===== src/rtl/dcache_pkg.sv =====
// Shared types and constants for the dcache load-side controller.
package dcache_pkg;
  localparam int NUM_LD     = 3;
  localparam int MSHR_DEPTH = 4;
  localparam int DC_IDX_W   = 5;
  localparam int DC_TAG_W   = 8;
  localparam int MEM_TAG_W  = 4;
  localparam int NUM_WR     = 3;
  localparam int LINE_W     = DC_TAG_W + DC_IDX_W;
  localparam int SLOT_W     = $clog2(MSHR_DEPTH);

  typedef enum logic [1:0] {BUS_NONE = 2'd0, BUS_LOAD = 2'd1} MEM_CMD;
  typedef enum logic [1:0] {MSHR_EMPTY, MSHR_WAIT_ISSUE, MSHR_WAIT_DATA} MSHR_STATE;

  // age: 0 = oldest live entry; live entries always hold distinct ages
  typedef struct packed {
    MSHR_STATE             state;
    logic [DC_TAG_W-1:0]   tag;
    logic [DC_IDX_W-1:0]   idx;
    logic [MEM_TAG_W-1:0]  mem_tag;
    logic [SLOT_W-1:0]     age;
  } mshr_entry_t;

  function automatic logic [31:0] ones(input logic [7:0] v);
    ones = '0;
    for (int i = 0; i < 8; i++) ones = ones + 32'(v[i]);
  endfunction
endpackage


===== src/rtl/dcache_mshr_alloc.sv =====
// Per-cycle miss classification: merge into a live/earlier-port line, else
// take the lowest free MSHR in port order, else drop.
module dcache_mshr_alloc #(
  parameter int NUM_LD = 3,
  parameter int DEPTH  = 4,
  parameter int LINE_W = 13,
  parameter int SLOT_W = $clog2(DEPTH)
) (
  input  logic [NUM_LD-1:0]             miss,
  input  logic [NUM_LD-1:0][LINE_W-1:0] line,
  input  logic [DEPTH-1:0]              live,
  input  logic [DEPTH-1:0][LINE_W-1:0]  ent_line,
  output logic [NUM_LD-1:0]             alloc,
  output logic [NUM_LD-1:0][SLOT_W-1:0] slot,
  output logic [NUM_LD-1:0][SLOT_W-1:0] rank,
  output logic [NUM_LD-1:0]             merge,
  output logic [NUM_LD-1:0]             drop
);
  always_comb begin
    logic [DEPTH-1:0]  taken;
    logic [SLOT_W-1:0] n;
    logic              dup, found;
    taken = '0;
    n     = '0;
    alloc = '0;
    slot  = '0;
    rank  = '0;
    merge = '0;
    drop  = '0;
    dup   = 1'b0;
    found = 1'b0;
    for (int p = 0; p < NUM_LD; p++) begin
      dup   = 1'b0;
      found = 1'b0;
      if (miss[p]) begin
        for (int e = 0; e < DEPTH; e++)
          if (live[e] && ent_line[e] == line[p]) dup = 1'b1;
        for (int q = 0; q < NUM_LD; q++)
          if (q < p && alloc[q] && line[q] == line[p]) dup = 1'b1;
        if (dup) merge[p] = 1'b1;
        else begin
          // entries freed this cycle are still live here, so never reused same-cycle
          for (int e = 0; e < DEPTH; e++)
            if (!found && !live[e] && !taken[e]) begin
              found   = 1'b1;
              slot[p] = SLOT_W'(e);
            end
          if (found) begin
            alloc[p]       = 1'b1;
            taken[slot[p]] = 1'b1;
            rank[p]        = n;
            n              = n + SLOT_W'(1);
          end else drop[p] = 1'b1;
        end
      end
    end
  end
endmodule


===== src/rtl/dcache_ctrl.sv =====
// Load-side dcache controller: 0-cycle hit path, MSHR miss tracking, FIFO
// issue to memory, line fill + replay broadcast. Optional DCACHE_STATS_EN.
module dcache_ctrl
  import dcache_pkg::*;
(
  input  logic                               clock,
  input  logic                               reset,
  input  logic [NUM_LD-1:0]                  ld_en,
  input  logic [NUM_LD-1:0][15:0]            ld_addr,
  output logic [NUM_LD-1:0]                  ld_hit,
  output logic [NUM_LD-1:0][63:0]            ld_data,
  output logic [NUM_LD-1:0][DC_IDX_W-1:0]    cm_rd_idx,
  output logic [NUM_LD-1:0][DC_TAG_W-1:0]    cm_rd_tag,
  input  logic [NUM_LD-1:0][63:0]            cm_rd_data,
  input  logic [NUM_LD-1:0]                  cm_rd_valid,
  output logic [NUM_WR-1:0]                  cm_wr_en,
  output logic [NUM_WR-1:0][DC_IDX_W-1:0]    cm_wr_idx,
  output logic [NUM_WR-1:0][DC_TAG_W-1:0]    cm_wr_tag,
  output logic [NUM_WR-1:0][63:0]            cm_wr_data,
  output logic [1:0]                         proc2mem_command,
  output logic [15:0]                        proc2mem_addr,
  input  logic [MEM_TAG_W-1:0]               mem2proc_response,
  input  logic [MEM_TAG_W-1:0]               mem2proc_tag,
  input  logic [63:0]                        mem2proc_data,
  output logic                               fill_valid,
  output logic [DC_IDX_W-1:0]                fill_idx
`ifdef DCACHE_STATS_EN
  ,
  output logic [31:0]                        hit_cnt,
  output logic [31:0]                        miss_cnt,
  output logic [31:0]                        merge_cnt,
  output logic [31:0]                        drop_cnt
`endif
);
  logic [NUM_LD-1:0]                  miss, alloc, merge, drop;
  logic [NUM_LD-1:0][LINE_W-1:0]      ld_line;
  logic [NUM_LD-1:0][SLOT_W-1:0]      alloc_slot, alloc_rank;
  logic [MSHR_DEPTH-1:0]              live;
  logic [MSHR_DEPTH-1:0][LINE_W-1:0]  ent_line;
  mshr_entry_t [MSHR_DEPTH-1:0]       mshr, mshr_nxt;
  logic                               iss_vld, fill_hit;
  logic [SLOT_W-1:0]                  iss_slot, iss_age, fill_slot;
  logic [SLOT_W:0]                    live_cnt, base;

  for (genvar i = 0; i < NUM_LD; i++) begin : g_port
    logic [2:0] unused_off;
    assign cm_rd_idx[i] = ld_en[i] ? ld_addr[i][7:3]  : '0;
    assign cm_rd_tag[i] = ld_en[i] ? ld_addr[i][15:8] : '0;
    assign ld_hit[i]    = ld_en[i] & cm_rd_valid[i];
    assign ld_data[i]   = ld_hit[i] ? cm_rd_data[i] : '0;
    assign miss[i]      = ld_en[i] & ~cm_rd_valid[i];
    assign ld_line[i]   = ld_addr[i][15:3];
    assign unused_off   = ld_addr[i][2:0];
  end

  for (genvar e = 0; e < MSHR_DEPTH; e++) begin : g_ent
    assign live[e]     = mshr[e].state != MSHR_EMPTY;
    assign ent_line[e] = {mshr[e].tag, mshr[e].idx};
  end

  dcache_mshr_alloc #(
    .NUM_LD (NUM_LD),
    .DEPTH  (MSHR_DEPTH),
    .LINE_W (LINE_W),
    .SLOT_W (SLOT_W)
  ) u_alloc (
    .miss     (miss),
    .line     (ld_line),
    .live     (live),
    .ent_line (ent_line),
    .alloc    (alloc),
    .slot     (alloc_slot),
    .rank     (alloc_rank),
    .merge    (merge),
    .drop     (drop)
  );

  always_comb begin
    iss_vld   = 1'b0;
    iss_slot  = '0;
    iss_age   = '0;
    fill_hit  = 1'b0;
    fill_slot = '0;
    for (int e = 0; e < MSHR_DEPTH; e++) begin
      if (mshr[e].state == MSHR_WAIT_ISSUE && (!iss_vld || mshr[e].age < iss_age)) begin
        iss_vld  = 1'b1;
        iss_slot = SLOT_W'(e);
        iss_age  = mshr[e].age;
      end
      // tag 0 means "no data"; stale tags simply find no WAIT_DATA match
      if (!fill_hit && mem2proc_tag != '0 && mshr[e].state == MSHR_WAIT_DATA &&
          mshr[e].mem_tag == mem2proc_tag) begin
        fill_hit  = 1'b1;
        fill_slot = SLOT_W'(e);
      end
    end
  end

  assign live_cnt = (SLOT_W+1)'(ones(8'(live)));
  assign base     = live_cnt - (SLOT_W+1)'(fill_hit);

  always_comb begin
    mshr_nxt = mshr;
    // closing the age gap left by the freed entry keeps ages dense
    for (int e = 0; e < MSHR_DEPTH; e++)
      if (fill_hit && live[e] && mshr[e].age > mshr[fill_slot].age)
        mshr_nxt[e].age = mshr[e].age - SLOT_W'(1);
    if (iss_vld && mem2proc_response != '0) begin
      mshr_nxt[iss_slot].state   = MSHR_WAIT_DATA;
      mshr_nxt[iss_slot].mem_tag = mem2proc_response;
    end
    if (fill_hit) mshr_nxt[fill_slot] = '0;
    for (int p = 0; p < NUM_LD; p++)
      if (alloc[p])
        mshr_nxt[alloc_slot[p]] = '{state:   MSHR_WAIT_ISSUE,
                                    tag:     ld_addr[p][15:8],
                                    idx:     ld_addr[p][7:3],
                                    mem_tag: '0,
                                    age:     SLOT_W'(base + (SLOT_W+1)'(alloc_rank[p]))};
  end

  always_ff @(posedge clock)
    if (reset) mshr <= '0;
    else       mshr <= mshr_nxt;

  always_comb begin
    proc2mem_command = iss_vld ? BUS_LOAD : BUS_NONE;
    proc2mem_addr    = iss_vld ? {mshr[iss_slot].tag, mshr[iss_slot].idx, 3'b000} : '0;
    cm_wr_en         = '0;
    cm_wr_idx        = '0;
    cm_wr_tag        = '0;
    cm_wr_data       = '0;
    cm_wr_en[0]      = fill_hit;
    if (fill_hit) begin
      cm_wr_idx[0]  = mshr[fill_slot].idx;
      cm_wr_tag[0]  = mshr[fill_slot].tag;
      cm_wr_data[0] = mem2proc_data;
    end
    fill_valid = fill_hit;
    fill_idx   = fill_hit ? mshr[fill_slot].idx : '0;
  end

`ifdef DCACHE_STATS_EN
  always_ff @(posedge clock)
    if (reset) begin
      hit_cnt   <= '0;
      miss_cnt  <= '0;
      merge_cnt <= '0;
      drop_cnt  <= '0;
    end else begin
      hit_cnt   <= hit_cnt   + ones(8'(ld_hit));
      miss_cnt  <= miss_cnt  + ones(8'(miss));
      merge_cnt <= merge_cnt + ones(8'(merge));
      drop_cnt  <= drop_cnt  + ones(8'(drop));
    end
`else
  logic unused_stats;
  assign unused_stats = ^{merge, drop};
`endif
endmodule

===== config.mk =====
export PLATFORM = sky130hd
export DESIGN_NAME = dcache_ctrl
export DESIGN_NICKNAME = d
export VERILOG_FILES = /design/src/rtl/dcache_pkg.sv /design/src/rtl/dcache_mshr_alloc.sv /design/src/rtl/dcache_ctrl.sv
export SDC_FILE = /design/constraint.sdc
export NUM_CORES = 1
export LEC_CHECK = 0
export ABC_CLOCK_PERIOD_IN_PS = 5050
export CAP_MARGIN = 0
export CORE_AREA = 2 2 320 322
export CTS_CLUSTER_SIZE = 30
export DETAILED_ROUTE_END_ITERATION = 7
export DIE_AREA = 0 0 322 324
export HOLD_SLACK_MARGIN = 0.02
export PLACE_DENSITY = 0.36
export SETUP_SLACK_MARGIN = 0.02
export SYNTH_ARGS = -nofsm -noshare
export SYNTH_HDL_FRONTEND = slang
export SYNTH_SLANG_ARGS = --single-unit

===== constraint.sdc =====
create_clock -name clock -period 5.05 [get_ports clock]
set_input_delay 1.01 -clock clock [delete_from_list [all_inputs] [get_ports clock]]
set_output_delay 1.01 -clock clock [all_outputs]
set_load 0.03 [all_outputs]

=== After elaboration in Yosys (flattened, before gate mapping) ===
Cells that the tools add are included.

* Add/subtract/negate cells: 11
* $lt $le $gt $ge: 21
* Equal/unequal tests: 27
* Multiplexer cells: 165
* Bitwise operators: 12
* Reductions and logical operators: 98

{| class="wikitable"
|+ Operators by type and width
! operator !! count
|-
| 84-bit bitwise mux || 5
|-
| 84-bit two-way mux || 5
|-
| 64-bit two-way mux || 4
|-
| 21-bit demux with 2-bit select || 6
|-
| 13-bit equality test || 15
|-
| 21-bit two-way mux || 5
|-
| 84-bit AND || 1
|-
| 21-bit binary-select mux with 2-bit select || 2
|-
| 84-bit inverter || 1
|-
| 1-bit two-way mux || 80
|-
| 2-bit two-way mux || 38
|-
| 1-bit logical AND || 62
|-
| 19-bit two-way mux || 2
|-
| 8-bit two-way mux || 4
|-
| 1-bit zero test || 27
|-
| 4-bit two-way mux || 6
|-
| 2-bit by 3-bit < comparator with 1-bit output, second input constant || 7
|-
| 5-bit two-way mux || 4
|-
| 4-bit equality test || 4
|-
| 16-bit two-way mux || 1
|-
| 2-bit by 1-bit greater-or-equal comparator with 1-bit output, second input constant || 7
|-
| 2-bit by 1-bit equality test with 1-bit output, second input constant || 4
|-
| 2-bit equality test, second input constant || 4
|-
| 2-bit greater-than comparator || 4
|-
| 15 further kinds || 36
|}

* Register bits after elaboration: 84
* Input bits: 320
* Output and inout port bits: 492
* Word-level logic and storage cells: 354

=== Depth between registers and ports, before layout ===
Gate-level depths: netlist of run 1.

* Word-level depth: 91
* Depth in mapped cells: 21
* Mapped depth without buffers: 19

=== Cells and area by module ===
Synthesis of run 1 repeated with hierarchy kept, for this count alone.

* Cell total of the unflattened synthesis: 1,802
* Area, all modules: 12,482.0 µm²

{| class="wikitable"
|+ By module, submodules not included
! module !! times used !! cells an instance !! area each (µm²) !! seq. area each (µm²)
|-
| dcache_ctrl || 1 || 1,374 || 9,351.5 || 1,681.6
|-
| dcache_mshr_alloc || 1 || 428 || 3,130.5 || 0.0
|}

=== Worst setup path after synthesis of run 1 ===
Ideal clock, no wire load.

* Path type: register to output
* Start point: register mshr[19] (netlist name)
* End point: output port proc2mem_addr[3]
* Data arrival time: 4,423 ps
* Data required time: 4,040 ps
* Path slack: -383 ps
* Stages on the path, launching flop included: 18
* Buffers on the path: 2
* Cells stage by stage: dfxtp_1 nor2b_1 nand2_1 ha_1 a21oi_1 o21a_1 a21oi_1 ha_1 a21oi_1 o21ai_1 clkbuf_1 o21ai_0 ha_1 a21oi_1 o21ai_1 clkbuf_1 o21ai_0 a311oi_1

* Cells in the longest elaborated chain, start to end: 17
* Elaborated cells between the ends (all ways): 26
* Classes of those cells: order compare: 3; eq/ne: 1; mux: 13; reduce/logical: 9

{| class="wikitable"
|+ Ends and longest elaborated chain
! what !! line !! text
|-
| start, declared || dcache_ctrl.sv:40 || <nowiki>mshr_entry_t [MSHR_DEPTH-1:0] mshr, mshr_nxt;</nowiki>
|-
| start signal, assigned || dcache_ctrl.sv:124 || <nowiki>else mshr <= mshr_nxt;</nowiki>
|-
| 2-bit by 1-bit equality test with 1-bit output * || dcache_ctrl.sv:85 || <nowiki>if (mshr[e].state == MSHR_WAIT_ISSUE && (!iss_vld || mshr[e].age < iss_age)) begin</nowiki>
|-
| 2-bit two-way mux / 1-bit two-way mux (equally long branches) || dcache_ctrl.sv:85 ||
|-
| 2-bit < comparator / 1-bit zero test (equally long branches) || dcache_ctrl.sv:85 ||
|-
| 1-bit logical OR || dcache_ctrl.sv:85 ||
|-
| 1-bit logical AND || dcache_ctrl.sv:85 ||
|-
| 2-bit two-way mux / 1-bit two-way mux (equally long branches) || dcache_ctrl.sv:85 ||
|-
| 2-bit < comparator / 1-bit zero test (equally long branches) || dcache_ctrl.sv:85 ||
|-
| 1-bit logical OR || dcache_ctrl.sv:85 ||
|-
| 1-bit logical AND || dcache_ctrl.sv:85 ||
|-
| 2-bit two-way mux / 1-bit two-way mux (equally long branches) || dcache_ctrl.sv:85 ||
|-
| 2-bit < comparator / 1-bit zero test (equally long branches) || dcache_ctrl.sv:85 ||
|-
| 1-bit logical OR || dcache_ctrl.sv:85 ||
|-
| 1-bit logical AND || dcache_ctrl.sv:85 ||
|-
| 2-bit two-way mux || dcache_ctrl.sv:85 ||
|-
| 21-bit binary-select mux with 2-bit select || dcache_ctrl.sv:128 || <nowiki>proc2mem_addr = iss_vld ? {mshr[iss_slot].tag, mshr[iss_slot].idx, 3'b000} : '0;</nowiki>
|-
| 19-bit two-way mux (implied by the code) || dcache_ctrl.sv:128 ||
|-
| 16-bit two-way mux * || dcache_ctrl.sv:128 ||
|-
| end, declared || dcache_ctrl.sv:21 || <nowiki>output logic [15:0] proc2mem_addr,</nowiki>
|}

Every way passes the cells marked *; elsewhere a longest branch is shown, timed or not. The select of a mux whose other input is x is not followed.

=== Worst setup path in the final report of run 1 ===
* Start point: register mshr[19] (netlist name)
* End point: output port proc2mem_addr[13]

* Cells in the longest elaborated chain, start to end: 17
* Elaborated cells between the ends (all ways): 26
* Classes of those cells: order compare: 3; eq/ne: 1; mux: 13; reduce/logical: 9

{| class="wikitable"
|+ Ends and longest elaborated chain
! what !! line
|-
| 2-bit by 1-bit equality test with 1-bit output * || dcache_ctrl.sv:85
|-
| 2-bit two-way mux / 1-bit two-way mux (equally long branches) || dcache_ctrl.sv:85
|-
| 2-bit < comparator / 1-bit zero test (equally long branches) || dcache_ctrl.sv:85
|-
| 1-bit logical OR || dcache_ctrl.sv:85
|-
| 1-bit logical AND || dcache_ctrl.sv:85
|-
| 2-bit two-way mux / 1-bit two-way mux (equally long branches) || dcache_ctrl.sv:85
|-
| 2-bit < comparator / 1-bit zero test (equally long branches) || dcache_ctrl.sv:85
|-
| 1-bit logical OR || dcache_ctrl.sv:85
|-
| 1-bit logical AND || dcache_ctrl.sv:85
|-
| 2-bit two-way mux / 1-bit two-way mux (equally long branches) || dcache_ctrl.sv:85
|-
| 2-bit < comparator / 1-bit zero test (equally long branches) || dcache_ctrl.sv:85
|-
| 1-bit logical OR || dcache_ctrl.sv:85
|-
| 1-bit logical AND || dcache_ctrl.sv:85
|-
| 2-bit two-way mux || dcache_ctrl.sv:85
|-
| 21-bit binary-select mux with 2-bit select || dcache_ctrl.sv:128
|-
| 19-bit two-way mux || -
|-
| 16-bit two-way mux * || dcache_ctrl.sv:128
|}

Marked as above.

==> impl_metrics.py, run 1 <==
metrics = {
    "status": {
        "run_status": "complete, no violations",
    },
    "logic_synthesis": {
        "synth_edf_count": 0,
        "async_flop_share_pct": 0,
        "syn_inst": 1823,
        "ys_ff_latch": 84,
        "syn_area_mm2": 0.0129,
        "syn-mean-instance-area_um2": 7.06,
        "ys_warn_count": 0,
        "yosysSeqAreaShare_pct": 13.1,
        "synth_cell_types": 79,
        "ys.flop_type": "dfxtp_1",
    },
    "clock_tree": {
        "h-tree-depth": 3,
        "cts_buffers": 9,
        "cts_tree": "yes",
        "hold_buffers": 0,
        "clk_pin_slew_worst_paths_ps": 70,
        "clock_path_buffers": 2,
        "clkLatencyLatePin_ps": 390,
        "root_buffer": "clkbuf_16",
        "clock-sinks": 84,
    },
    "floorplan": {
        "io_pins": 812,
        "start_util_pct": 12.7,
        "die_y_um": 324,
        "die-width_um": 322,
        "num_rows": 117,
        "dieArea_mm2": 0.104,
        "core-area_mm2": 0.101,
    },
    "critical_path": {
        "cp-end-kind": "output port",
        "crit_fanout": 25,
        "worst-path-buf-inv": 2,
        "path_class": "reg2out",
        "crit_family": "compound AO/OA/AOI/OAI gates",
        "arrival_ps": 3950,
        "cp_cell_sequence": "nor2b_4 -> nand2_2 -> ha_4 -> a21oi_4 -> o21a_1 -> nor2_1 -> a21oi_2 -> ha_1 -> a21oi_2 -> o21ai_2 -> nand2_1 -> o21ai_2 -> ha_1 -> a21oi_2 -> o21ai_2 -> buf_12 -> nand2_2 -> o21ai_2 -> a311oi_4 -> buf_12",
        "critPathSlowestCell": "a311oi_4",
        "max_stage_delay_ps": 400,
        "cp-start-kind": "flop",
        "required_ps": 4040,
        "crit_path_frequent_cell": "o21ai_2",
    },
    "drt": {
        "wirelength_mm": 85.4,
        "ant_nets": 0,
        "remaining_drc_errors": 0,
        "routedWlPerCell_um": 22.5,
        "vias": 15400,
        "firstDrtPassIters": 5,
        "avgViaCountPerCell": 4.05,
        "drtIter0Drc": 1011,
    },
    "sta": {
        "fin_crit_ps": 4960,
        "rsz0062_at_grt": "true",
        "slew_viol_final": 0,
        "finalSetupViolations": 0,
        "skew_ps": 21.9,
        "hold_viol_final": 0,
        "worst_pin_slew_ps": 949,
        "setup-tns-final_ps": 0,
        "period_share_pct": 98.2,
        "finalWorstSetupSlack_ps": 88.9,
        "max_freq_ghz": 0.202,
        "relSlewSlack_pct": 36.7,
    },
    "worst_hold_path": {
        "hp-class": "reg2reg",
    },
    "finish": {
        "finish.net_count": 2812,
        "drive_gt1_share_pct": 18.0,
        "final_util_pct": 22.0,
        "area_growth_pct": 72.6,
    },
    "global_routing": {
        "grt_use_total_pct": 15.5,
        "grt_pass1_wl_mm": 116,
        "antenna_found_initial": 11,
        "grt_overflow": 0,
        "grt_max_degree": 79,
        "grt_pass1_vias": 15000,
    },
    "place": {
        "gp_congestion": 0.858,
        "io_buffers": 642,
        "dpl_worst_slack_ps": -286,
        "place.detailed.hpwl_mm": 68.9,
    },
    "pwr": {
        "powerDensity_mw_per_mm2": 261,
        "p_leak_uw": 0.00952,
        "peakVddDrop_v": 0.000185,
    },
    "job": {
        "max-cap-violations": 0,
    },
}
## layout by cell type (no fill, tap or decap), types with 5 or more instances in the layout
| master | count |
|---|---|
| clkdlybuf4s50_1 | 538 |
| buf_4 | 245 |
| and3_1 | 207 |
| conb_1 | 160 |
| nand2_1 | 154 |
| xor2_1 | 144 |
| nor2_1 | 128 |
| and2_1 | 111 |
| dfxtp_1 | 83 |
| xnor2_1 | 70 |
| buf_12 | 64 |
| mux2i_1 | 54 |
| a21oi_1 | 53 |
| o21ai_0 | 42 |
| nor4_1 | 35 |
| mux2_2 | 33 |
| nor3_1 | 28 |
| nand3_1 | 25 |
| a211oi_1 | 23 |
| inv_1 | 22 |
| nand4_1 | 22 |
| o22ai_1 | 18 |
| ha_1 | 16 |
| a211o_1 | 14 |
| or3_1 | 13 |
| nor3_2 | 13 |
| nor2b_1 | 13 |
| a311oi_4 | 12 |
| o21ai_1 | 9 |
| clkbuf_16 | 9 |
| buf_2 | 7 |
| buf_6 | 7 |
| nand2b_1 | 6 |
| o21ai_2 | 5 |
## area by class of cell
cell class / count / area [um^2]
Tap cell: 1309 / 1640
Inverter: 24 / 90.1
Fill cell: 11300 / 78800
Antenna cell: 3 / 7.51
Timing Repair Buffer: 861 / 8620
Clock inverter: 7 / 82.6
Clock buffer: 9 / 225
Multi-Input combinational cell: 1494 / 9880
Sequential cell: 84 / 1680
## layer usage
| layer | routed length (um) | global-route usage, % | vias up |
|---|---|---|---|
| li1 | - | - | 7163 |
| met1 | 34000 | 18.4 | 7312 |
| met2 | 43400 | 28.7 | 801 |
| met3 | 6230 | 2.86 | 71 |
| met4 | 1650 | 3.72 | 8 |
| met5 | 52 | 0 | - |
## synthesized netlist by cell type (14+ instances only)
library cell / number / area [um^2]
nand2_1: 156 / 586
and3_1: 207 / 1290
xor2_1: 145 / 1270
a211o_1: 14 / 123
nand3_1: 25 / 125
nor2_1: 129 / 484
o21ai_0: 52 / 260
xnor2_1: 70 / 613
o22ai_1: 18 / 113
inv_1: 22 / 82.6
a311oi_1: 14 / 123
nor3_1: 40 / 200
a21oi_1: 57 / 285
mux2i_1: 54 / 541
dfxtp_1: 84 / 1680
and2_1: 112 / 701
a211oi_1: 24 / 180
clkbuf_1: 121 / 454
nor2b_1: 14 / 87.6
ha_1: 17 / 213
buf_4: 176 / 1320
buf_2: 67 / 335
nand4_1: 22 / 138
mux2_2: 33 / 372
nor4_1: 35 / 219
## worst reg2reg max path, stage by stage, from the launching register on
cell and delay (ps):
dfxtp_1 640, xor2_1 130, nor4_1 540, nand4_1 260, and2_1 350, buf_4 190
a311oi_4 370, mux2i_1 160, nor4_1 350, ha_1 220, xnor2_1 80, xnor2_1 490
o21ai_0 170
## stage by stage
stage | cells | power, uW | hold WS (ps) | cell area, um^2
final | 3791 | 5810 | 498 | 22200
after global routing | 3788 | 6140 | 521 | 22200
after CTS | 3786 | 5800 | 502 | 22100
after detailed placement | 3768 | 4970 | 491 | 21700
after global placement | 3768 | 5020 | 493 | 21700
after floorplan | 1982 | 3330 | 453 | 13700
## power by group
group | switching, uW | internal [uW] | total [uW] | leakage, uW
clock network | 364 | 392 | 756 | 0.000151
logic | 2250 | 1700 | 3950 | 0.00868
registers | 320 | 788 | 1110 | 0.000684
## final timing paths
kind                                    from           endpoint  slack (ps)  depth (start not counted)
worst max register to register  ent_line[29]           mshr[22]         940                         12
worst min register to register      mshr[61]           mshr[61]         500                          2
worst min-delay path                mshr[61]           mshr[61]         500                          2
worst max-delay path                mshr[19]  proc2mem_addr[13]          90                         20
## state kept, by name (all words and copies together) (netlist names)
register / flops
ent_line: 52
mshr: 32
## cell families (layout without fill, tap and decap cells)
family,Yosys count,after routing,synth area share [%]
fa+ha+maj,19,19,1.89
xor+xnor,215,215,14.6
simple gates,783,783,32.5
buf+inv,404,901,18.2
flops,84,84,13.1
compound gates,230,230,12.7
mux,87,87,7.09
other cells,1,163,0.0291
## repair_timing
action,4_1_cts,5_1_grt
gates cloned,0,0
pin swaps,10,6
resized for setup,15,26
endpoints found under the hold margin,0,0
setup endpoints to repair,24,27
buffers inserted,2,2
(Power assumes the default switching activity.)
==> inputs of run 2 (changes only) <==
--- a/config.mk
+++ b/config.mk
@@ -13,6 +13,7 @@
 export DIE_AREA = 0 0 322 324
 export HOLD_SLACK_MARGIN = 0.02
 export PLACE_DENSITY = 0.36
+export REMOVE_ABC_BUFFERS = 1
 export SETUP_SLACK_MARGIN = 0.02
 export SYNTH_ARGS = -nofsm -noshare
 export SYNTH_HDL_FRONTEND = slang
==> impl_metrics.py, run 2 (same netlist as run 1, synthesis figures left out) <==
metrics = {
    "status": {
        "run_status": "finished with violations",
        "violations": "setup timing",
    },
    "sta": {
        "whs_ps": 500,
        "hold_viol_final": 0,
        "fin_crit_ps": 5090,
        "rsz0062_at_grt": "true",
        "period_share_pct": 101,
        "slew_viol_final": 0,
        "skew_ps": 11.4,
        "relSlewSlack_pct": 31.4,
        "max_freq_ghz": 0.197,
        "worst_pin_slew_ps": 1030,
        "finalWorstSetupSlack_ps": -38.9,
        "finalSetupViolations": 7,
    },
    "finish": {
        "largest_reg_flops": 52,
        "final_common_cell": "clkdlybuf4s50_1",
        "drive_gt1_share_pct": 18.9,
        "layout_common_cells": "539 x clkdlybuf4s50_1, 285 x buf_4, 207 x and3_1",
        "finish.net_count": 2841,
        "final_util_pct": 22.0,
        "area_growth_pct": 73.0,
    },
    "drt": {
        "dr_wl_met2_mm": 40.3,
        "drtIter0Drc": 1057,
        "highest_layer": "met5",
        "routedWlPerCell_um": 21.4,
        "avgViaCountPerCell": 4.00,
        "firstDrtPassIters": 5,
        "vias": 15300,
        "remaining_drc_errors": 0,
        "met1Wirelength_mm": 34.6,
        "ant_nets": 0,
        "route.met3.wl_mm": 4.79,
        "wirelength_mm": 81.9,
    },
    "clock_tree": {
        "cts_buffers": 9,
        "clock-sinks": 84,
        "h-tree-depth": 3,
        "cts_tree": "yes",
        "clock_path_buffers": 2,
        "clk_pin_slew_worst_paths_ps": 80,
        "root_buffer": "clkbuf_16",
        "clkLatencyLatePin_ps": 390,
    },
    "floorplan": {
        "io_pins": 812,
        "die-width_um": 322,
        "num_rows": 117,
        "dieArea_mm2": 0.104,
        "core-area_mm2": 0.101,
        "die_y_um": 324,
        "start_util_pct": 12.7,
    },
    "critical_path": {
        "reg2reg_depth": 15,
        "required_ps": 4040,
        "r2r_end": "mshr[63]",
        "cp_cell_sequence": "nor2b_4 -> nand2_4 -> ha_4 -> a21oi_4 -> o21a_4 -> nor2_4 -> a21oi_4 -> ha_4 -> a21oi_2 -> o21ai_2 -> nand2_2 -> o21ai_2 -> ha_4 -> a21oi_4 -> o21ai_4 -> buf_6 -> buf_8 -> o21ai_4 -> a311oi_4 -> buf_4 -> buf_12",
        "max_stage_delay_ps": 360,
        "cp-end-kind": "output port",
        "worst-path-buf-inv": 4,
        "r2r_slack_ps": 950,
        "worst_r2r_startpoint": "mshr[19]",
        "cp-start-kind": "flop",
        "crit_fanout": 4,
        "critPathSlowestCell": "dfxtp_1",
        "arrival_ps": 4080,
        "path_class": "reg2out",
        "crit_family": "compound AO/OA/AOI/OAI gates",
    },
    "global_routing": {
        "grt_max_degree": 79,
        "grt_pass1_wl_mm": 110,
        "antenna_found_initial": 7,
        "grt_use_total_pct": 14.6,
        "grt_pass1_vias": 14900,
        "grt_overflow": 0,
    },
    "job": {
        "max-cap-violations": 0,
    },
    "place": {
        "io_buffers": 642,
        "place.detailed.hpwl_mm": 65.2,
        "gp_congestion": 0.914,
    },
    "worst_hold_path": {
        "hold_start": "mshr[61]",
        "hp-class": "reg2reg",
        "min_to": "mshr[61]",
        "whs_path_depth": 2,
    },
    "pwr": {
        "powerDensity_mw_per_mm2": 267,
        "peakVddDrop_v": 0.000174,
        "p_leak_uw": 0.00966,
    },
}
[run 2: where the power goes]
group	switching [uW]	internal [uW]
Sequential	256	789
Combinational	2330	1820
Clock	356	387
Total	2950	2990
[run 2: final cells by class]
| cell class | count | area [um^2] |
|---|---|---|
| inverters | 24 | 90.1 |
| clock buffers | 9 | 225 |
| repair buffers | 890 | 8710 |
| diodes | 3 | 7.51 |
| fillers | 11200 | 78700 |
| clock inverters | 7 | 76.3 |
| multi-input cells | 1494 | 9840 |
| well taps | 1309 | 1640 |
| flip-flops and latches | 84 | 1680 |
[run 2: worst register-to-register path, cell delays in order (launching register included)]
cell and delay (ps):
dfxtp_2 330, buf_4 140, nor2_1 200, buf_4 280, nor2_1 130, nand4_1 150, and3_1 390, nand2_2 190
buf_4 190, nor3_1 540, a2111oi_2 190, buf_4 190, a2111oi_4 440, buf_4 280, mux2i_1 250, nor2_1 60
[run 2: worst max-delay path by stage]
stage,from,endpoint,slack [ps],depth (start not counted)
global placement,mem2proc_tag[3],cm_wr_idx[4],-340,12
CTS,mshr[20],proc2mem_addr[11],30,21
detailed placement,mem2proc_tag[0],fill_idx[4],-330,13
global route,mshr[19],proc2mem_addr[8],-170,21
finish,mshr[20],proc2mem_addr[8],-40,21
floorplan,mem2proc_tag[2],mshr[22],-2750,14
[run 2: per-layer routing]
metal	up-vias	GRT usage, %
met4	8	4.31
met2	741	25.6
met3	88	1.85
met1	7216	18.6
met5	-	0
li1	7219	-
[run 2: repair_timing]
action	4_1_cts	5_1_grt
cloned	0	2
pin swaps	9	22
gates resized for setup	27	44
hold buffers	0	0
endpoints found under the setup margin	29	31
buffers inserted	18	6
[run 2: stage by stage]
step | cell area (um^2) | TNS (ps) | instances | worst slack (ps) | power [uW]
after global placement | 21400 | -3490 | 3776 | -340 | 4960
after CTS | 22000 | 0 | 3810 | 25.1 | 5840
after global routing | 22300 | -1550 | 3817 | -170 | 6280
after detailed placement | 21400 | -3410 | 3776 | -330 | 4920
final | 22300 | -108 | 3820 | -38.9 | 5940
after floorplan | 11200 | -176770 | 1602 | -2750 | 2890
